--- config.mk ---
export PLATFORM = sky130hd
export DESIGN_NAME = huffman_frame_sched
export DESIGN_NICKNAME = d
export VERILOG_FILES = /design/src/rtl/huffman_frame_sched.sv
export SDC_FILE = /design/constraint.sdc
export NUM_CORES = 1
export LEC_CHECK = 0
export ABC_AREA = 1
export BUFFER_PORTS_ARGS = -buffer_cell sky130_fd_sc_hd__buf_2
export CORE_ASPECT_RATIO = 0.9
export CORE_UTILIZATION = 42
export CTS_CLUSTER_DIAMETER = 100
export DETAILED_ROUTE_END_ITERATION = 12
export HOLD_SLACK_MARGIN = 0.05
export PLACE_DENSITY = 0.87
export SLEW_MARGIN = 40
export SYNTH_ARGS = -nofsm -noshare
export SYNTH_HDL_FRONTEND = slang
export SYNTH_SLANG_ARGS = --single-unit
--- constraint.sdc ---
create_clock -name clk -period 1.31 [get_ports clk]
set_input_delay 0.131 -clock clk [delete_from_list [all_inputs] [get_ports clk]]
set_output_delay 0.131 -clock clk [all_outputs]
set_load 0.01 [all_outputs]
--- src/rtl/huffman_frame_sched.sv ---
// Frame scheduler for the six-symbol Huffman encoder: re-arms the core, streams one frame of
// pixels into it and returns the captured CNT/M/HC results. Define HUF_SCHED_WDOG_EN for the watchdog.
module huffman_frame_sched #(
    parameter int unsigned FRAME_LEN    = 100,
    parameter int unsigned REARM_CYCLES = 2,
    parameter int unsigned WDOG_CYCLES  = 255
) (
    input  logic        clk,
    input  logic        reset,
    input  logic        start,
    output logic        busy,
    input  logic        pix_valid,
    input  logic [7:0]  pix_data,
    output logic        pix_ready,
    output logic        enc_reset,
    output logic        enc_gray_valid,
    output logic [7:0]  enc_gray_data,
    input  logic        enc_cnt_valid,
    input  logic        enc_code_valid,
    input  logic [47:0] enc_cnt,
    input  logic [47:0] enc_m,
    input  logic [47:0] enc_hc,
    output logic        res_valid,
    input  logic        res_ready,
    output logic [47:0] res_cnt,
    output logic [47:0] res_m,
    output logic [47:0] res_hc,
    output logic        err_bad_pix,
    output logic        err_timeout
);

    typedef enum logic [2:0] {
        StIdle,
        StRearm,
        StFeed,
        StWaitCnt,
        StWaitCode,
        StHold
    } state_e;

    localparam logic [7:0] FrameLast = 8'(FRAME_LEN - 1);
    localparam logic [3:0] RearmLast = 4'(REARM_CYCLES - 1);

    state_e      state_q, state_d;
    logic [3:0]  rearm_cnt_q, rearm_cnt_d;
    logic [7:0]  feed_cnt_q, feed_cnt_d;
    logic        gray_valid_q, gray_valid_d;
    logic [7:0]  gray_data_q, gray_data_d;
    logic [47:0] res_cnt_q, res_cnt_d;
    logic [47:0] res_m_q, res_m_d;
    logic [47:0] res_hc_q, res_hc_d;
    logic        res_valid_q, res_valid_d;
    logic        busy_q, busy_d;
    logic        pix_ready_q, pix_ready_d;
    logic        enc_reset_q, enc_reset_d;
    logic        err_bad_pix_q, err_bad_pix_d;
    logic        start_accept;
    logic        wdog_hit;
    logic        timeout_fire;
    logic        pix_ok;

    assign pix_ok = (pix_data >= 8'd1) && (pix_data <= 8'd6);

    always_comb begin
        state_d       = state_q;
        rearm_cnt_d   = rearm_cnt_q;
        feed_cnt_d    = feed_cnt_q;
        gray_valid_d  = 1'b0;
        gray_data_d   = gray_data_q;
        res_cnt_d     = res_cnt_q;
        res_m_d       = res_m_q;
        res_hc_d      = res_hc_q;
        err_bad_pix_d = err_bad_pix_q;
        start_accept  = 1'b0;
        timeout_fire  = 1'b0;

        case (state_q)
            StIdle: begin
                if (start) begin
                    start_accept = 1'b1;
                    state_d      = StRearm;
                    rearm_cnt_d  = '0;
                end
            end
            StRearm: begin
                feed_cnt_d = '0;
                if (rearm_cnt_q == RearmLast) begin
                    state_d = StFeed;
                end else begin
                    rearm_cnt_d = rearm_cnt_q + 4'd1;
                end
            end
            StFeed: begin
                if (pix_valid && pix_ready_q) begin
                    if (pix_ok) begin
                        gray_valid_d = 1'b1;
                        gray_data_d  = pix_data;
                        feed_cnt_d   = feed_cnt_q + 8'd1;
                        if (feed_cnt_q == FrameLast) begin
                            state_d = StWaitCnt;
                        end
                    end else begin
                        err_bad_pix_d = 1'b1;
                    end
                end
            end
            StWaitCnt: begin
                if (enc_cnt_valid) begin
                    res_cnt_d = enc_cnt;
                    state_d   = StWaitCode;
                end else if (wdog_hit) begin
                    timeout_fire = 1'b1;
                    state_d      = StIdle;
                end
            end
            StWaitCode: begin
                if (enc_code_valid) begin
                    res_m_d  = enc_m;
                    res_hc_d = enc_hc;
                    state_d  = StHold;
                end else if (wdog_hit) begin
                    timeout_fire = 1'b1;
                    state_d      = StIdle;
                end
            end
            StHold: begin
                if (res_ready) begin
                    if (start) begin
                        start_accept = 1'b1;
                        state_d      = StRearm;
                        rearm_cnt_d  = '0;
                    end else begin
                        state_d = StIdle;
                    end
                end
            end
            default: state_d = StIdle;
        endcase

        if (start_accept) begin
            err_bad_pix_d = 1'b0;
        end

        // Outputs are registered copies of the next state, so they switch with the state itself.
        enc_reset_d = (state_d == StRearm);
        pix_ready_d = (state_d == StFeed);
        busy_d      = (state_d != StIdle);
        res_valid_d = (state_d == StHold);
    end

    always_ff @(posedge clk or negedge reset) begin
        if (!reset) begin
            state_q       <= StIdle;
            rearm_cnt_q   <= '0;
            feed_cnt_q    <= '0;
            gray_valid_q  <= 1'b0;
            gray_data_q   <= '0;
            res_cnt_q     <= '0;
            res_m_q       <= '0;
            res_hc_q      <= '0;
            res_valid_q   <= 1'b0;
            busy_q        <= 1'b0;
            pix_ready_q   <= 1'b0;
            enc_reset_q   <= 1'b1;
            err_bad_pix_q <= 1'b0;
        end else begin
            state_q       <= state_d;
            rearm_cnt_q   <= rearm_cnt_d;
            feed_cnt_q    <= feed_cnt_d;
            gray_valid_q  <= gray_valid_d;
            gray_data_q   <= gray_data_d;
            res_cnt_q     <= res_cnt_d;
            res_m_q       <= res_m_d;
            res_hc_q      <= res_hc_d;
            res_valid_q   <= res_valid_d;
            busy_q        <= busy_d;
            pix_ready_q   <= pix_ready_d;
            enc_reset_q   <= enc_reset_d;
            err_bad_pix_q <= err_bad_pix_d;
        end
    end

`ifdef HUF_SCHED_WDOG_EN
    localparam logic [15:0] WdogLast = 16'(WDOG_CYCLES - 1);

    logic [15:0] wdog_q, wdog_d;
    logic        err_timeout_q, err_timeout_d;
    logic        waiting;

    // One budget covers both wait states; it is only cleared while re-arming.
    assign waiting  = (state_q == StWaitCnt) || (state_q == StWaitCode);
    assign wdog_hit = waiting && (wdog_q == WdogLast);

    always_comb begin
        wdog_d = wdog_q;
        if (state_q == StRearm) begin
            wdog_d = '0;
        end else if (waiting) begin
            wdog_d = wdog_q + 16'd1;
        end
        err_timeout_d = err_timeout_q;
        if (start_accept) begin
            err_timeout_d = 1'b0;
        end else if (timeout_fire) begin
            err_timeout_d = 1'b1;
        end
    end

    always_ff @(posedge clk or negedge reset) begin
        if (!reset) begin
            wdog_q        <= '0;
            err_timeout_q <= 1'b0;
        end else begin
            wdog_q        <= wdog_d;
            err_timeout_q <= err_timeout_d;
        end
    end

    assign err_timeout = err_timeout_q;
`else
    logic unused_wdog;
    assign unused_wdog = timeout_fire ^ (^WDOG_CYCLES);
    assign wdog_hit    = 1'b0;
    assign err_timeout = 1'b0;
`endif

    assign busy           = busy_q;
    assign pix_ready      = pix_ready_q;
    assign enc_reset      = enc_reset_q;
    assign enc_gray_valid = gray_valid_q;
    assign enc_gray_data  = gray_data_q;
    assign res_valid      = res_valid_q;
    assign res_cnt        = res_cnt_q;
    assign res_m          = res_m_q;
    assign res_hc         = res_hc_q;
    assign err_bad_pix    = err_bad_pix_q;

endmodule

==> flow_summary.ini, run 1 <==
[status]
status = finished, violations left
violations = negative setup slack

[cts]
cts_inserted_buffers = 17
cts.root.buffer_cell = clkbuf_16
cts_sinks = 173
insertion_delay_ps = 420
htree_levels = 4
max-clock-path-buffers = 2
cts.clk_slew.worst_paths_ps = 70
cts_tree = built

[sta]
finalCriticalPeriod_ps = 1450
setup_viol = 164
slew_viol_final = 0
rsz0062_at_grt = true
max_freq_mhz = 689
fin_hold_ws_ps = 152
period_share_pct = 111
fin_ws_ps = -141
skew_ps = 12.4
hold_viol = 0

[run]
drv_cap = 0

[logic_synthesis]
synth-seq-cells = 173
async_reset_ff_share_pct = 100
ys.flop_type = dfrtp_1
ys_seq_area_share_pct = 63.5
avgSynthCellArea_um2 = 13.8
synth-edff-count = 0
syn_area_um2 = 6820
yosys_warnings = 0
syn-num-nets = 656
syn-instance-count = 494
synth_cell_types = 28

[route]
first_pass_iters = 6
wl_um = 23700
vias = 6030
first_iter_violations = 308
ant_nets = 0
via_per_inst = 4.91
wl_per_cell_um = 19.3
drc = 0

[pwr]
p_per_area_nw_per_um2 = 2140
p_total_w = 0.0248
ir_drop_mv = 1.33
power.static_leakage_nw = 6.11

[placed_design]
place.detailed.hpwl_um = 12500
place.gp.congestion = 0.806
dpl.cell_count = 1033
port-buffer-count = 316

[floorplanning]
die_y_um = 123
start_util_pct = 43.6
dieArea_um2 = 16800
die_w_um = 136
core_area_um2 = 15700
ios = 318
fp-row-count = 43

[layout]
layout_commonest_cell = buf_2
fin_cells = 1228
multiInputGateArea_um2 = 2580
syn_to_final_growth_pct = 70.5
layout-drive-gt1-share_pct = 57.0
nets = 1176
fillCellCount = 900
antenna_cells = 0
register_area_um2 = 4330
final_cell_mix = buf_2, dfrtp_1, dlygate4sd3_1, mux2_2, nand2_1

[global_route]
grtUsageTotal_pct = 26.4
grt_pass1_vias = 6568
grt_antenna_before_repair = 0
grt_pass1_wl_um = 33000
grt-ovfl-total = 0
grt_max_degree = 47

[worst_setup_path]
start_kind = flip-flop
worstPathRequired_ps = 1660
crit_fanout = 3
critPathCaptureType = flip-flop
crit_chain = buf_6, nand2_2, buf_4, nor2_4, nand2_1, nand3_1, nor2_4, nand2_2, nor2_1
max_stage_delay_ps = 450
arrival_ps = 1800
crit_type = flip-flop to flip-flop
cp_slowest_cell = dfrtp_2

[hold_path]
hold_path.class = input port to asynchronous set/reset pin
## cells in the mapped netlist, types with 5 or more instances
cell | instances | area, um2
inv_1 | 30 | 113
nand2_1 | 59 | 221
o21ai_0 | 5 | 25.0
buf_2 | 10 | 50.1
buf_6 | 5 | 56.3
dfrtp_1 | 172 | 4300
mux2_1 | 19 | 214
nand4_1 | 6 | 37.5
mux2_2 | 116 | 1310
mux2_4 | 9 | 135
nand3_1 | 15 | 75.1
nor2_1 | 24 | 90.1
## where the power goes
part	total (W)	switching, W	internal [W]
Clock	0.00524	0.00220	0.00304
Combinational	0.0104	0.00487	0.00550
Sequential	0.00924	0.00147	0.00777
Total	0.0248	0.00854	0.0163
## state kept, by name, indices dropped and copies added (netlist names)
name	cells
busy	1
enc_gray_data	8
enc_gray_valid	1
enc_reset	1
err_bad_pix	1
feed_cnt_q	8
pix_ready	1
rearm_cnt_q	4
res_cnt	48
res_hc	48
res_m	48
res_valid	1
state_q	3
## timing repair
item | CTS | global route
hold buffers | 149 | 0
resized for setup | 31 | 78
gates cloned | 1 | 5
endpoints found under the hold margin | 320 | 0
pin swaps | 8 | 15
setup buffers | 3 | 6
endpoints found under the setup margin | 165 | 170
## logic make-up after synthesis
logic type / synth area share [%]
AO/OA/AOI/OAI: 1.08
XOR/XNOR: 0.257
multiplexers: 24.3
other: 0.0550
buffers and inverters: 3.37
AND/OR/NAND/NOR: 6.95
adder cells (fa/ha/maj): 0.550
flip-flops: 63.5
## layout make-up
type / instances / area share (%)
Tap cell: 202 / 2.17
Sequential cell: 173 / 37.3
Timing Repair Buffer: 517 / 32.1
Clock buffer: 17 / 3.66
Multi-Input combinational cell: 274 / 22.2
Inverter: 31 / 1.04
Clock inverter: 14 / 1.57
## per-stage QoR
stage,util (%),setup WS (ps),area (um2),setup TNS [ps]
2_1_floorplan,-,-61.3,6830,-1220
3_3_place_gp,57.0,-145,8920,-11470
3_5_place_dp,57.0,-188,8920,-15380
4_1_cts,71.6,-127,11200,-14460
5_1_grt,74.3,-202,11600,-19590
6_report,74.3,-141,11600,-13710
## worst paths after layout
path / slack [ps] / depth (start not counted) / end / start
max: -140 / 9 / pix_ready$_DFF_PN0_ / state_q[0]$_DFF_PN0_
min reg2reg: 490 / 1 / res_m[8]$_DFFE_PN0P_ / res_m[8]$_DFFE_PN0P_
max reg2reg: -140 / 9 / pix_ready$_DFF_PN0_ / state_q[0]$_DFF_PN0_
min in group clk: 190 / 4 / state_q[1]$_DFF_PN0_ / enc_cnt_valid
min: 150 / 2 / enc_gray_data[7]$_DFFE_PN0P_ / reset
max in group asynchronous: 580 / 3 / enc_reset$_DFF_PN1_ / reset
## metal layers
metal,track usage (%),wire (um),vias up
met5,0,0,-
met4,14.4,965,0
met3,7.18,1550,74
met2,49.2,12800,320
met1,26.7,8390,2933
li1,-,-,2703
## critical path, delay by kind of cell (launching register included)
kind,cells,cell delay [ps]
flip-flops,1,450
buffers and inverters,2,260
AND/OR/NAND/NOR,7,680
No activity file was read; power rests on OpenSTA's default activity.
==> inputs of run 2 (changes only) <==
--- a/config.mk
+++ b/config.mk
@@ -13,6 +13,7 @@
 export DETAILED_ROUTE_END_ITERATION = 12
 export HOLD_SLACK_MARGIN = 0.05
 export PLACE_DENSITY = 0.87
+export SKIP_CTS_REPAIR_TIMING = 1
 export SLEW_MARGIN = 40
 export SYNTH_ARGS = -nofsm -noshare
 export SYNTH_HDL_FRONTEND = slang
==> run 2 against run 1 <==
  * The flow still finishes with violations (negative setup slack)
  * Sequential share of layout area is 1.2 points higher
  * Cell count is 0.98% lower
  * Sequential power is 0.6% lower
  * Total power is 4.0% lower
  * Critical path type unchanged
  * Critical endpoint is now enc_gray_data[2]$_DFFE_PN0P_
==> flow_summary.ini, run 2 (synthesis results as in run 1) <==
[worst_setup_path]
cp.depth = 8
max_stage_delay_ps = 450
endpoint = enc_gray_data[2]$_DFFE_PN0P_
regToRegSetupSlack_ps = -160
cp_slowest_cell = dfrtp_2
path_delay_family = simple AND/OR/NAND/NOR gates
worst-r2r-cell-count = 8
startpoint = state_q[0]$_DFF_PN0_
crit_fanout = 6
critPathCaptureType = flip-flop
crit_chain = buf_6, nor2_4, nand2_4, nor2_4, nand2_2, buf_6, nand2_1, o21ai_1
arrival_ps = 1770
crit_type = flip-flop to flip-flop
start_kind = flip-flop
path_buf_inv = 2
worst_r2r_endpoint = enc_gray_data[2]$_DFFE_PN0P_
worstPathRequired_ps = 1610
r2r-start = state_q[0]$_DFF_PN0_

[placed_design]
place.gp.congestion = 0.806
port-buffer-count = 316
pre_cts_slack_ps = -188
place.detailed.hpwl_um = 12500

[sta]
finalCriticalPeriod_ps = 1470
period_share_pct = 112
rsz0062_at_grt = true
hold_viol = 0
skew_ps = 12.0
fin_ws_ps = -157
setup_viol = 168
max_freq_mhz = 682
slew_viol_final = 0
fin_tns_setup_ps = -14290

[floorplanning]
start_util_pct = 43.6
fp-row-count = 43
ios = 318
core_area_um2 = 15700
dieArea_um2 = 16800
die_w_um = 136
die_y_um = 123

[route]
vias = 5833
drc = 0
ant_nets = 0
wl_um = 21800
wl_per_cell_um = 18.0
first_pass_iters = 4
first_iter_violations = 272
via_per_inst = 4.80

[cts]
cts_inserted_buffers = 17
cts.clk_slew.worst_paths_ps = 70
cts.root.buffer_cell = clkbuf_16
max-clock-path-buffers = 2
cts_tree = built
insertion_delay_ps = 420
cts_sinks = 173
htree_levels = 4

[global_route]
grt_antenna_before_repair = 0
grt_pass1_vias = 5099
grt_max_degree = 47
grtUsageTotal_pct = 19.1
grt-ovfl-total = 0
grt_pass1_wl_um = 24300

[status]
status = finished, violations left
violations = negative setup slack

[pwr]
ir_drop_mv = 1.21
power.static_leakage_nw = 5.88
p_total_w = 0.0239
p_per_area_nw_per_um2 = 2120

[hold_path]
hold_path.class = input port to asynchronous set/reset pin

[layout]
multiInputGateArea_um2 = 2440
register_area_um2 = 4330
layout-drive-gt1-share_pct = 54.8
final_cell_mix = buf_2, dfrtp_1, dlygate4sd3_1, mux2_2, nand2_1
syn_to_final_growth_pct = 65.0
fillCellCount = 957
nets = 1163
layout_commonest_cell = buf_2

[run]
drv_cap = 0
## run 2: changes by cell type in the layout (fill, tap and decap cells not counted), sizes merged
cell | before | now
buf | 364 | 355
diode | 0 | 1
clkbuf | 21 | 17
## run 2: report_power, final
part	total (W)	switching, W	leakage (nW)	internal (W)
Clock	0.00523	0.00219	0.287	0.00304
Sequential	0.00918	0.00141	2.15	0.00777
Combinational	0.00946	0.00455	3.44	0.00492
## run 2: final cells by class
type,instances,area share (%)
sequential,173,38.5
tap,202,2.25
multi-input combinational,274,21.7
clock inverter,14,1.62
timing repair buffer,504,31.1
antenna,1,0.0222
inverter,31,1.08
clock buffer,17,3.78
## run 2: how the worst min path moves through the flow
stage | to | slack [ps] | cells after the start
4_1_cts | enc_gray_data[7]$_DFFE_PN0P_ | -430 | 1
3_5_place_dp | enc_gray_data[7]$_DFFE_PN0P_ | 20 | 1
3_3_place_gp | enc_gray_data[7]$_DFFE_PN0P_ | 20 | 1
6_report | enc_gray_data[7]$_DFFE_PN0P_ | 160 | 2
5_1_grt | enc_gray_data[7]$_DFFE_PN0P_ | 160 | 2
2_1_floorplan | busy$_DFF_PN0_ | -160 | 0
## run 2: stage by stage
stage               util [%]  cells  area [um2]  hold WS, ps
CTS                     60.9   1064        9530         -431
finish                  71.9   1216       11300          157
global placement        57.0   1033        8920         21.9
global route            71.9   1215       11300          162
detailed placement      57.0   1033        8920         23.5
floorplan                  -    494        6830         -165
## run 2: per-layer routing
layer	part of all wire, %	track usage, %	up-vias
li1	-	-	2665
met1	36	21.3	2838
met2	54	34.2	275
met3	6.3	5.95	55
met4	3.1	7.22	0
met5	0	0	-
==> inputs of run 3 (changes only) <==
--- a/config.mk
+++ b/config.mk
@@ -8,11 +8,11 @@
 export ABC_AREA = 1
 export BUFFER_PORTS_ARGS = -buffer_cell sky130_fd_sc_hd__buf_2
 export CORE_ASPECT_RATIO = 0.9
-export CORE_UTILIZATION = 42
+export CORE_UTILIZATION = 47
 export CTS_CLUSTER_DIAMETER = 100
 export DETAILED_ROUTE_END_ITERATION = 12
 export HOLD_SLACK_MARGIN = 0.05
-export PLACE_DENSITY = 0.87
+export PLACE_DENSITY = 0.92
 export SKIP_CTS_REPAIR_TIMING = 1
 export SLEW_MARGIN = 40
 export SYNTH_ARGS = -nofsm -noshare
==> constraint.sdc (replaced) <==
create_clock -name clk -period 1.5 [get_ports clk]
set_input_delay 0.15 -clock clk [delete_from_list [all_inputs] [get_ports clk]]
set_output_delay 0.15 -clock clk [all_outputs]
set_load 0.01 [all_outputs]
==> run 3 against run 2 <==
  * Register-to-register slack better by 160 ps
  * Critical endpoint is now res_m[20]$_DFFE_PN0P_
  * Largest cell class unchanged
  * Die area decreased by 10%
  * Sequential power fell by 12%
  * Sequential cell count is the same
  * Wire length increased by 4.1%
  * Combinational power down 17%
  * Highest routed layer unchanged
  * The run now ends clean
  * Critical path type unchanged
==> flow_summary.ini, run 3 (synthesis results as in run 1) <==
[sta]
setup_viol = 0
finalCriticalPeriod_ps = 1490
hold_viol = 0
period_share_pct = 99.6
skew_ps = 9.46
fin_hold_ws_ps = 75.4
max_freq_mhz = 669
slew_viol_final = 0

[layout]
syn_to_final_growth_pct = 61.1
multiInputGateArea_um2 = 2300
register_area_um2 = 4330
antenna_cells = 0
fin_util_pct = 77.9
final_cell_mix = buf_2, dfrtp_1, dlygate4sd3_1, mux2_2, nand2_1
fillCellCount = 740
layout-drive-gt1-share_pct = 51.6
nets = 1151
layout_commonest_cell = buf_2

[cts]
htree_levels = 4
cts.clk_slew.worst_paths_ps = 70
cts.root.buffer_cell = clkbuf_16
cts_inserted_buffers = 17
max-clock-path-buffers = 2
cts_sinks = 173
cts_tree = built
insertion_delay_ps = 420

[route]
first_pass_iters = 4
wl_um = 22700
via_per_inst = 5.01
ant_nets = 0
first_iter_violations = 229
vias = 5986
drc = 0
wl_per_cell_um = 19.0

[placed_design]
place.gp.congestion = 0.845
port-buffer-count = 316
place.detailed.hpwl_um = 12500

[floorplanning]
ios = 318
die_y_um = 116
start_util_pct = 48.4
die_w_um = 129
dieArea_um2 = 15000
core_area_um2 = 14100
fp-row-count = 41

[worst_setup_path]
critPathCaptureType = flip-flop
max_stage_delay_ps = 430
arrival_ps = 1800
crit_fanout = 11
worstPathRequired_ps = 1800
crit_chain = nor2_4, nand3_4, buf_4, clkbuf_16, mux2_2
regToRegSetupSlack_ps = 6
crit_type = flip-flop to flip-flop
cp_slowest_cell = dfrtp_1
path_buf_inv = 2
path_delay_family = flip-flops
start_kind = flip-flop

[pwr]
switchingPower_w = 0.00712
power.static_leakage_nw = 5.78
pwr-share-clk_pct = 21.6
seqPwrFrac_pct = 39.8
ir_drop_mv = 1.19
p_per_area_nw_per_um2 = 1860
switching_share_pct = 34.9
p_int_w = 0.0133
power_frac_comb_pct = 38.6

[global_route]
grtUsageTotal_pct = 22.1
grt_pass1_wl_um = 24800
grt-ovfl-total = 0
grt_max_degree = 59
grt_pass1_vias = 4971
grt_antenna_before_repair = 0

[run]
drv_cap = 0

[status]
status = finished clean

[hold_path]
hold_path.class = input port to flip-flop
run 3: area by class of cell:
class	instances	area share, %
inverter	31	1.08
tap	193	2.20
multi-input combinational	274	21.0
sequential	173	39.4
clock inverter	14	1.46
clock buffer	18	3.90
timing repair buffer	492	31.0
run 3: worst paths after layout:
path	cells after the start	from	to
min in group asynchronous	2	reset	enc_gray_data[2]$_DFFE_PN0P_
worst max register to register	5	state_q[1]$_DFF_PN0_	res_m[20]$_DFFE_PN0P_
worst max-delay path	5	state_q[1]$_DFF_PN0_	res_m[20]$_DFFE_PN0P_
max in group asynchronous	3	reset	res_hc[6]$_DFFE_PN0P_
worst min register to register	2	enc_gray_data[4]$_DFFE_PN0P_	enc_gray_data[4]$_DFFE_PN0P_
worst min-delay path	4	res_ready	res_valid$_DFF_PN0_
run 3: worst register-to-register path: cells and delay by family (launching register included):
family	cells	cell delay, ps
buffers and inverters	2	380
flip-flops	1	430
multiplexers	1	290
AND/OR/NAND/NOR	2	280
run 3: layer usage:
metal | global-route usage [%] | wire, um | up-vias
met5 | 0 | 0 | -
met4 | 8.39 | 719 | 0
met3 | 6.78 | 1350 | 69
met2 | 39.8 | 12200 | 308
met1 | 24.6 | 8440 | 2961
li1 | - | - | 2648
run 3: per-stage QoR:
step / cell area [um2] / power, W / worst slack (ps) / setup TNS [ps] / std cells
detailed placement: 8760 / 0.0149 / 10.3 / 0 / 1008
global route: 11000 / 0.0213 / -49.8 / -1210 / 1195
CTS: 9350 / 0.0194 / -8.16 / -39.5 / 1040
finish: 11000 / 0.0204 / 6.05 / 0 / 1195
global placement: 8760 / 0.0145 / 70.6 / 0 / 1008
floorplan: 6820 / 0.0116 / 129 / 0 / 494
run 3: power groups by stage:
stage | sequential [W] | combinational (W) | clock, W
detailed placement | 0.00793 | 0.00702 | 0
global placement | 0.00779 | 0.00673 | 0
global route | 0.00829 | 0.00836 | 0.00468
CTS | 0.00790 | 0.00707 | 0.00445
floorplan | 0.00880 | 0.00280 | 0
finish | 0.00811 | 0.00787 | 0.00441
